===== src/rtl/m_cpu_pkg.sv =====
// m_cpu_pkg: shared fetch FSM state type, PC step and opcode-field geometry.
package m_cpu_pkg;
    typedef enum logic [1:0] {IDLE, REQ, HOLD} fetchState_t;
    localparam int PC_STEP = 4;
    localparam int OPT_W   = 3;
    localparam int OPT_LSB = 0;
    localparam int OPT_MSB = OPT_LSB + OPT_W - 1;
endpackage


===== src/rtl/m_fetch_unit_if.sv =====
// m_fetch_unit_if: instruction-memory read bus plus instruction offer/accept handshake.
interface m_fetch_unit_if #(
    parameter int ADDR_W  = 32,
    parameter int INSTR_W = 32
);
    logic                        imem_req;
    logic [ADDR_W-1:0]           imem_addr;
    logic                        imem_ack;
    logic [INSTR_W-1:0]          imem_rdata;
    logic                        instr_valid;
    logic [INSTR_W-1:0]          instr;
    logic [m_cpu_pkg::OPT_W-1:0] opt;
    logic                        instr_ready;
    logic                        br;
    logic [ADDR_W-1:0]           br_target;

    modport master (
        output imem_req, imem_addr, instr_valid, instr, opt,
        input  imem_ack, imem_rdata, instr_ready, br, br_target
    );
    modport slave (
        input  imem_req, imem_addr, instr_valid, instr, opt,
        output imem_ack, imem_rdata, instr_ready, br, br_target
    );
endinterface


===== src/rtl/m_fetch_unit.sv =====
// m_fetch_unit: IDLE/REQ/HOLD fetch FSM feeding one instruction at a time to the controller.
// Define M_FETCH_PERF_EN to add the perf_fetch_cnt handshake counter port.
module m_fetch_unit
    import m_cpu_pkg::*;
#(
    parameter int                ADDR_W   = 32,
    parameter int                INSTR_W  = 32,
    parameter logic [ADDR_W-1:0] RESET_PC = '0
) (
    input  logic            clk,
    input  logic            rst_n,
    m_fetch_unit_if.master  bus
`ifdef M_FETCH_PERF_EN
    ,
    output logic [31:0]     perf_fetch_cnt
`endif
);
    fetchState_t       state;
    logic [ADDR_W-1:0] pc;
    logic              handshake;

    assign handshake     = bus.instr_valid & bus.instr_ready;
    assign bus.imem_addr = pc;
    assign bus.opt       = bus.instr[OPT_MSB:OPT_LSB];

    // Outputs are registered alongside the state so imem_req and instr_valid are never both high.
    always_ff @(posedge clk or negedge rst_n) begin
        if (!rst_n) begin
            state           <= IDLE;
            pc              <= RESET_PC;
            bus.imem_req    <= 1'b0;
            bus.instr_valid <= 1'b0;
            bus.instr       <= '0;
        end else begin
            case (state)
                IDLE: begin
                    state        <= REQ;
                    bus.imem_req <= 1'b1;
                end
                REQ: if (bus.imem_ack) begin
                    state           <= HOLD;
                    bus.instr       <= bus.imem_rdata;
                    bus.imem_req    <= 1'b0;
                    bus.instr_valid <= 1'b1;
                end
                HOLD: if (handshake) begin
                    state           <= REQ;
                    pc              <= bus.br ? (bus.br_target & ~ADDR_W'(3)) : pc + ADDR_W'(PC_STEP);
                    bus.imem_req    <= 1'b1;
                    bus.instr_valid <= 1'b0;
                end
                default: state <= IDLE;
            endcase
        end
    end

`ifdef M_FETCH_PERF_EN
    always_ff @(posedge clk or negedge rst_n) begin
        if (!rst_n) perf_fetch_cnt <= '0;
        else if (handshake) perf_fetch_cnt <= perf_fetch_cnt + 32'd1;
    end
`endif
endmodule


===== src/flat_wrapper.sv =====
// flat-port wrapper written by rule: the top's interface ports become plain ports
module m_fetch_unit_flat import m_cpu_pkg::*;
#(
    parameter int                ADDR_W   = 32,
    parameter int                INSTR_W  = 32,
    parameter logic [ADDR_W-1:0] RESET_PC = '0
)
  (clk, rst_n, bus_imem_req, bus_imem_addr, bus_instr_valid, bus_instr, bus_opt, bus_imem_ack, bus_imem_rdata, bus_instr_ready, bus_br, bus_br_target);
  m_fetch_unit_if #(.ADDR_W(ADDR_W), .INSTR_W(INSTR_W)) bus_i ();
  input  logic clk;
  input  logic rst_n;
  output wire logic [$bits(bus_i.imem_req)-1:0] bus_imem_req;
  output wire logic [$bits(bus_i.imem_addr)-1:0] bus_imem_addr;
  output wire logic [$bits(bus_i.instr_valid)-1:0] bus_instr_valid;
  output wire logic [$bits(bus_i.instr)-1:0] bus_instr;
  output wire logic [$bits(bus_i.opt)-1:0] bus_opt;
  input wire logic [$bits(bus_i.imem_ack)-1:0] bus_imem_ack;
  input wire logic [$bits(bus_i.imem_rdata)-1:0] bus_imem_rdata;
  input wire logic [$bits(bus_i.instr_ready)-1:0] bus_instr_ready;
  input wire logic [$bits(bus_i.br)-1:0] bus_br;
  input wire logic [$bits(bus_i.br_target)-1:0] bus_br_target;
  assign bus_imem_req = bus_i.imem_req;
  assign bus_imem_addr = bus_i.imem_addr;
  assign bus_instr_valid = bus_i.instr_valid;
  assign bus_instr = bus_i.instr;
  assign bus_opt = bus_i.opt;
  assign bus_i.imem_ack = bus_imem_ack;
  assign bus_i.imem_rdata = bus_imem_rdata;
  assign bus_i.instr_ready = bus_instr_ready;
  assign bus_i.br = bus_br;
  assign bus_i.br_target = bus_br_target;
  m_fetch_unit #(.ADDR_W(ADDR_W), .INSTR_W(INSTR_W), .RESET_PC(RESET_PC)) u_core (.clk(clk), .rst_n(rst_n), .bus(bus_i));
endmodule

===== config.mk =====
export PLATFORM = sky130hd
export DESIGN_NAME = m_fetch_unit_flat
export DESIGN_NICKNAME = d
export VERILOG_FILES = /design/src/rtl/m_cpu_pkg.sv /design/src/rtl/m_fetch_unit_if.sv /design/src/rtl/m_fetch_unit.sv /design/src/flat_wrapper.sv
export SDC_FILE = /design/constraint.sdc
export NUM_CORES = 1
export LEC_CHECK = 0
export CAP_MARGIN = 10
export CORE_UTILIZATION = 47
export DETAILED_ROUTE_END_ITERATION = 10
export GPL_TIMING_DRIVEN = 0
export PLACE_DENSITY = 0.84
export SLEW_MARGIN = 20
export SYNTH_ARGS = -nofsm -noshare
export SYNTH_HDL_FRONTEND = slang
export SYNTH_SLANG_ARGS = --single-unit

===== constraint.sdc =====
create_clock -name clk -period 3.4 [get_ports clk]
set_clock_uncertainty 0.2 [all_clocks]
set_input_delay 0.34 -clock clk [delete_from_list [all_inputs] [get_ports clk]]
set_output_delay 0.34 -clock clk [all_outputs]
set_load 0.02 [all_outputs]

==> results.md <==
* RSZ-0062 raised after global routing: false
* Die width at 86.5 µm
* Antenna violations before repair at 0
* Setup violations, final at 0
* Crit start category: flop
* Clock share of power at 18.5%
* Clock transition at the registers of the reported paths at 0.08 ns
* Htree depth at 3
* Clock sink total at 66
* Register area at 1650 µm²
* Worst rel slew slack at 61.0%
* Post-Synth XOR/XNOR Area at 0%
* Initial Util at 49.1%
* Ranking of synthesized cells by area: dfrtp_1, mux2_2, o21ai_0
* Multi-input logic area at 1560 µm²
* Pwr per Cell Area at 860 nW/µm²
* Resized cells post-CTS at 0
* Worst slack, placed at 1.03 ns
* WL/cell at 17.7 µm
* Internal Pwr Total at 0.00269 W
* Worst path arrival time at 2.33 ns
* Total track usage at 27.6%
* Largest net degree at the start of global routing at 52
* Non-Filler Cell Area, Final at 5080 µm²
* Seq/Total Area, Yosys at 49.2%
* Worst-margin pin slew at 0.586 ns
* P_sw at 0.00167 W
* Worst stage delay on the critical path at 0.45 ns
* Final hold viol count at 0
* Maximum clock path buffer count at 2
* HPWL Detailed at 7350 µm
* Max Clock Freq at 442 MHz
* Reg power frac at 34.1%
* Vias in the first global route at 3193
* Net Sw Frac at 38.3%
* Antenna Cells at 0
* CP Capture Type: flop
* # rows at 30
* HP Class: in -> async
* Crit Path Category: reg -> reg
* Fillers at 521
* Core ar. at 6830 µm²
* CP Launch Point: u_core.bus.imem_addr[2]
* Fin crit share at 66.5%
* Leak at 2.04 nW
* Mux share of post-synthesis cell area at 11.3%
* Vias post-DR at 3283
* Adder-cell area share of the yosys netlist at 0.373%
* Worst VDD drop at 466 µV
* CTS root buffer: clkbuf_8
* Mapped Cells at 330
* Most common cell after layout, fill and taps aside: clkdlybuf4s50_1
* Synth cell types at 50
* First-pass GRT wire length at 15800 µm
* Most frequent cells in the layout: clkdlybuf4s50_1, dfrtp_1, mux2_2, o21ai_0, a21oi_1
* Area leader, netlist: dfrtp_1
* Ys Warns at 0
* P&R area growth vs syn at 51.3%
* Final min period at 2.26 ns
* CTS tree: built
* Required time of the critical path at 3.47 ns
* Initial drt markers at 301
* Routed Antenna Nets at 0
* Final wirelength at 10200 µm
* Layout cells sized above 1 at 13.9%
* R2r startpoint: u_core.bus.imem_addr[2]
* Slowest-stage cell, CP: dfrtp_1
* CTS buffer count at 9
* Port bufs at 132
* Area fraction of the dominant cell type after synthesis at 49.2%
* #FFs+latches synth at 66
* Simple-Gate Fraction of Synth Area at 19.3%
* Crit-path cells: ha_1, nand3_2, nor4_4, nand4_1, or4_1, nand3_1
* DRC at 0
* Logic pwr share at 47.4%
* Complex-gate fraction of the synthesized area at 15.1%
* RD Place Congestion at 0.926
* Worst-Skew Late Latency at 0.34 ns
* Outcome: completed
* Final worst slack at 1.14 ns
* Routed vias/inst at 5.69
* Drt first pass iters at 6
* Mean post-synth cell area at 10.2 µm²
* Nets@finish at 546
* Io pins at 138
* DP Area at 4830 µm²
* Die Y at 86.5 µm
* Die area at 7480 µm²
* Largest family of logic cells by synthesized area: simple AND/OR/NAND/NOR gates
* Slew Limit Fails at 0
* CP Max Fanout at 6
* Grt ovf at 0
* Placed cell count at 560
* Synth Cell Area at 3360 µm²
* Max_cap viols at 0
* Post-Layout Cell Count at 577
-- final timing paths --
kind,to,slack [ns],cells after the start
min,u_core.bus.imem_addr[12],0.22,2
min reg2reg,u_core.bus.instr[19],0.31,1
max,u_core.bus.imem_addr[28],1.14,6
min in group clk,u_core.bus.imem_addr[19],0.23,3
max reg2reg,u_core.bus.imem_addr[28],1.14,6
max in group asynchronous,u_core.bus.instr[8],2.25,3
-- kinds of logic after synthesis --
group                    count (synthesis)
AND/OR/NAND/NOR                        111
AO/OA/AOI/OAI                           85
flip-flops                              66
multiplexers                            34
buffers and inverters                   32
adder cells (fa/ha/maj)                  1
other                                    1
-- power by group through the flow --
stage / Clock, W / Combinational, W / Sequential (W)
after floorplan: 0 / 0.000662 / 0.00185
after global placement: 0 / 0.00201 / 0.00146
after detailed placement: 0 / 0.00207 / 0.00148
after CTS: 0.000816 / 0.00208 / 0.00148
after global routing: 0.000856 / 0.00219 / 0.00153
final: 0.000809 / 0.00207 / 0.00149
-- area by class of cell --
type	count	share of cell area, %
Buffer	28	2.69
Clock buffer	10	2.51
Sequential cell	66	32.5
Clock inverter	6	2.24
Inverter	4	0.296
Multi-Input combinational cell	233	30.7
Timing Repair Buffer	134	26.7
Tap cell	96	2.37
-- cells in the mapped netlist, drive strengths merged --
cell and n:
a211oi 3, a21o 1, a21oi 24, a22oi 4
a2bb2oi 5, a311o 1, a311oi 2, a31oi 2
a32oi 2, a41o 1, and2 3, and3 10
and4 3, buf 12, clkbuf 16, conb 1
dfrtp 66, ha 1, inv 4, mux2 32
mux2i 2, nand2 24, nand2b 1, nand3 19
nand3b 1, nand4 12, nand4b 1, nor2 16
nor2b 1, nor3 7, nor3b 1, nor4 3
nor4b 1, o211ai 1, o21a 1, o21ai 32
o22a 1, o22ai 4, o31ai 1, or3 4
or3b 1, or4 3
-- worst max-delay path: cells and delay by family, from the launching register on --
family | cells | cell delay (ns)
AND/OR/NAND/NOR | 5 | 1.28
adder cells (fa/ha/maj) | 1 | 0.28
flip-flops | 1 | 0.45
-- sequential cells by signal, indices dropped and copies added, names as in the netlist --
signal,flops
u_core.bus.imem_req,1
u_core.bus.instr_valid,1
u_core.state,2
u_core.bus.imem_addr,30
u_core.bus.instr,32
-- through the flow --
step	utilization, %	power [W]	setup TNS (ns)	hold WS, ns
3_5_place_dp	70.7	0.00355	0	0.0251
6_report	74.3	0.00437	0	0.219
3_3_place_gp	70.3	0.00347	-29.00	0.287
4_1_cts	74.3	0.00437	0	0.204
2_1_floorplan	-	0.00252	0	-0.156
5_1_grt	74.3	0.00457	0	0.236
-- metal layers --
metal  track usage (%)  share of wire, %  vias to the layer above
met1              34.4                38                     1576
met3              5.33               7.2                       25
met4              11.8               2.3                        0
met2              47.0                52                      176
met5                 0                 0                        -
li1                  -                 -                     1506
-- timing repair --
item                                   CTS  global route
hold buffers                             1             0
setup buffers                            0             0
endpoints found under the hold margin   66             0
No activity file was read; power rests on OpenSTA's default activity.
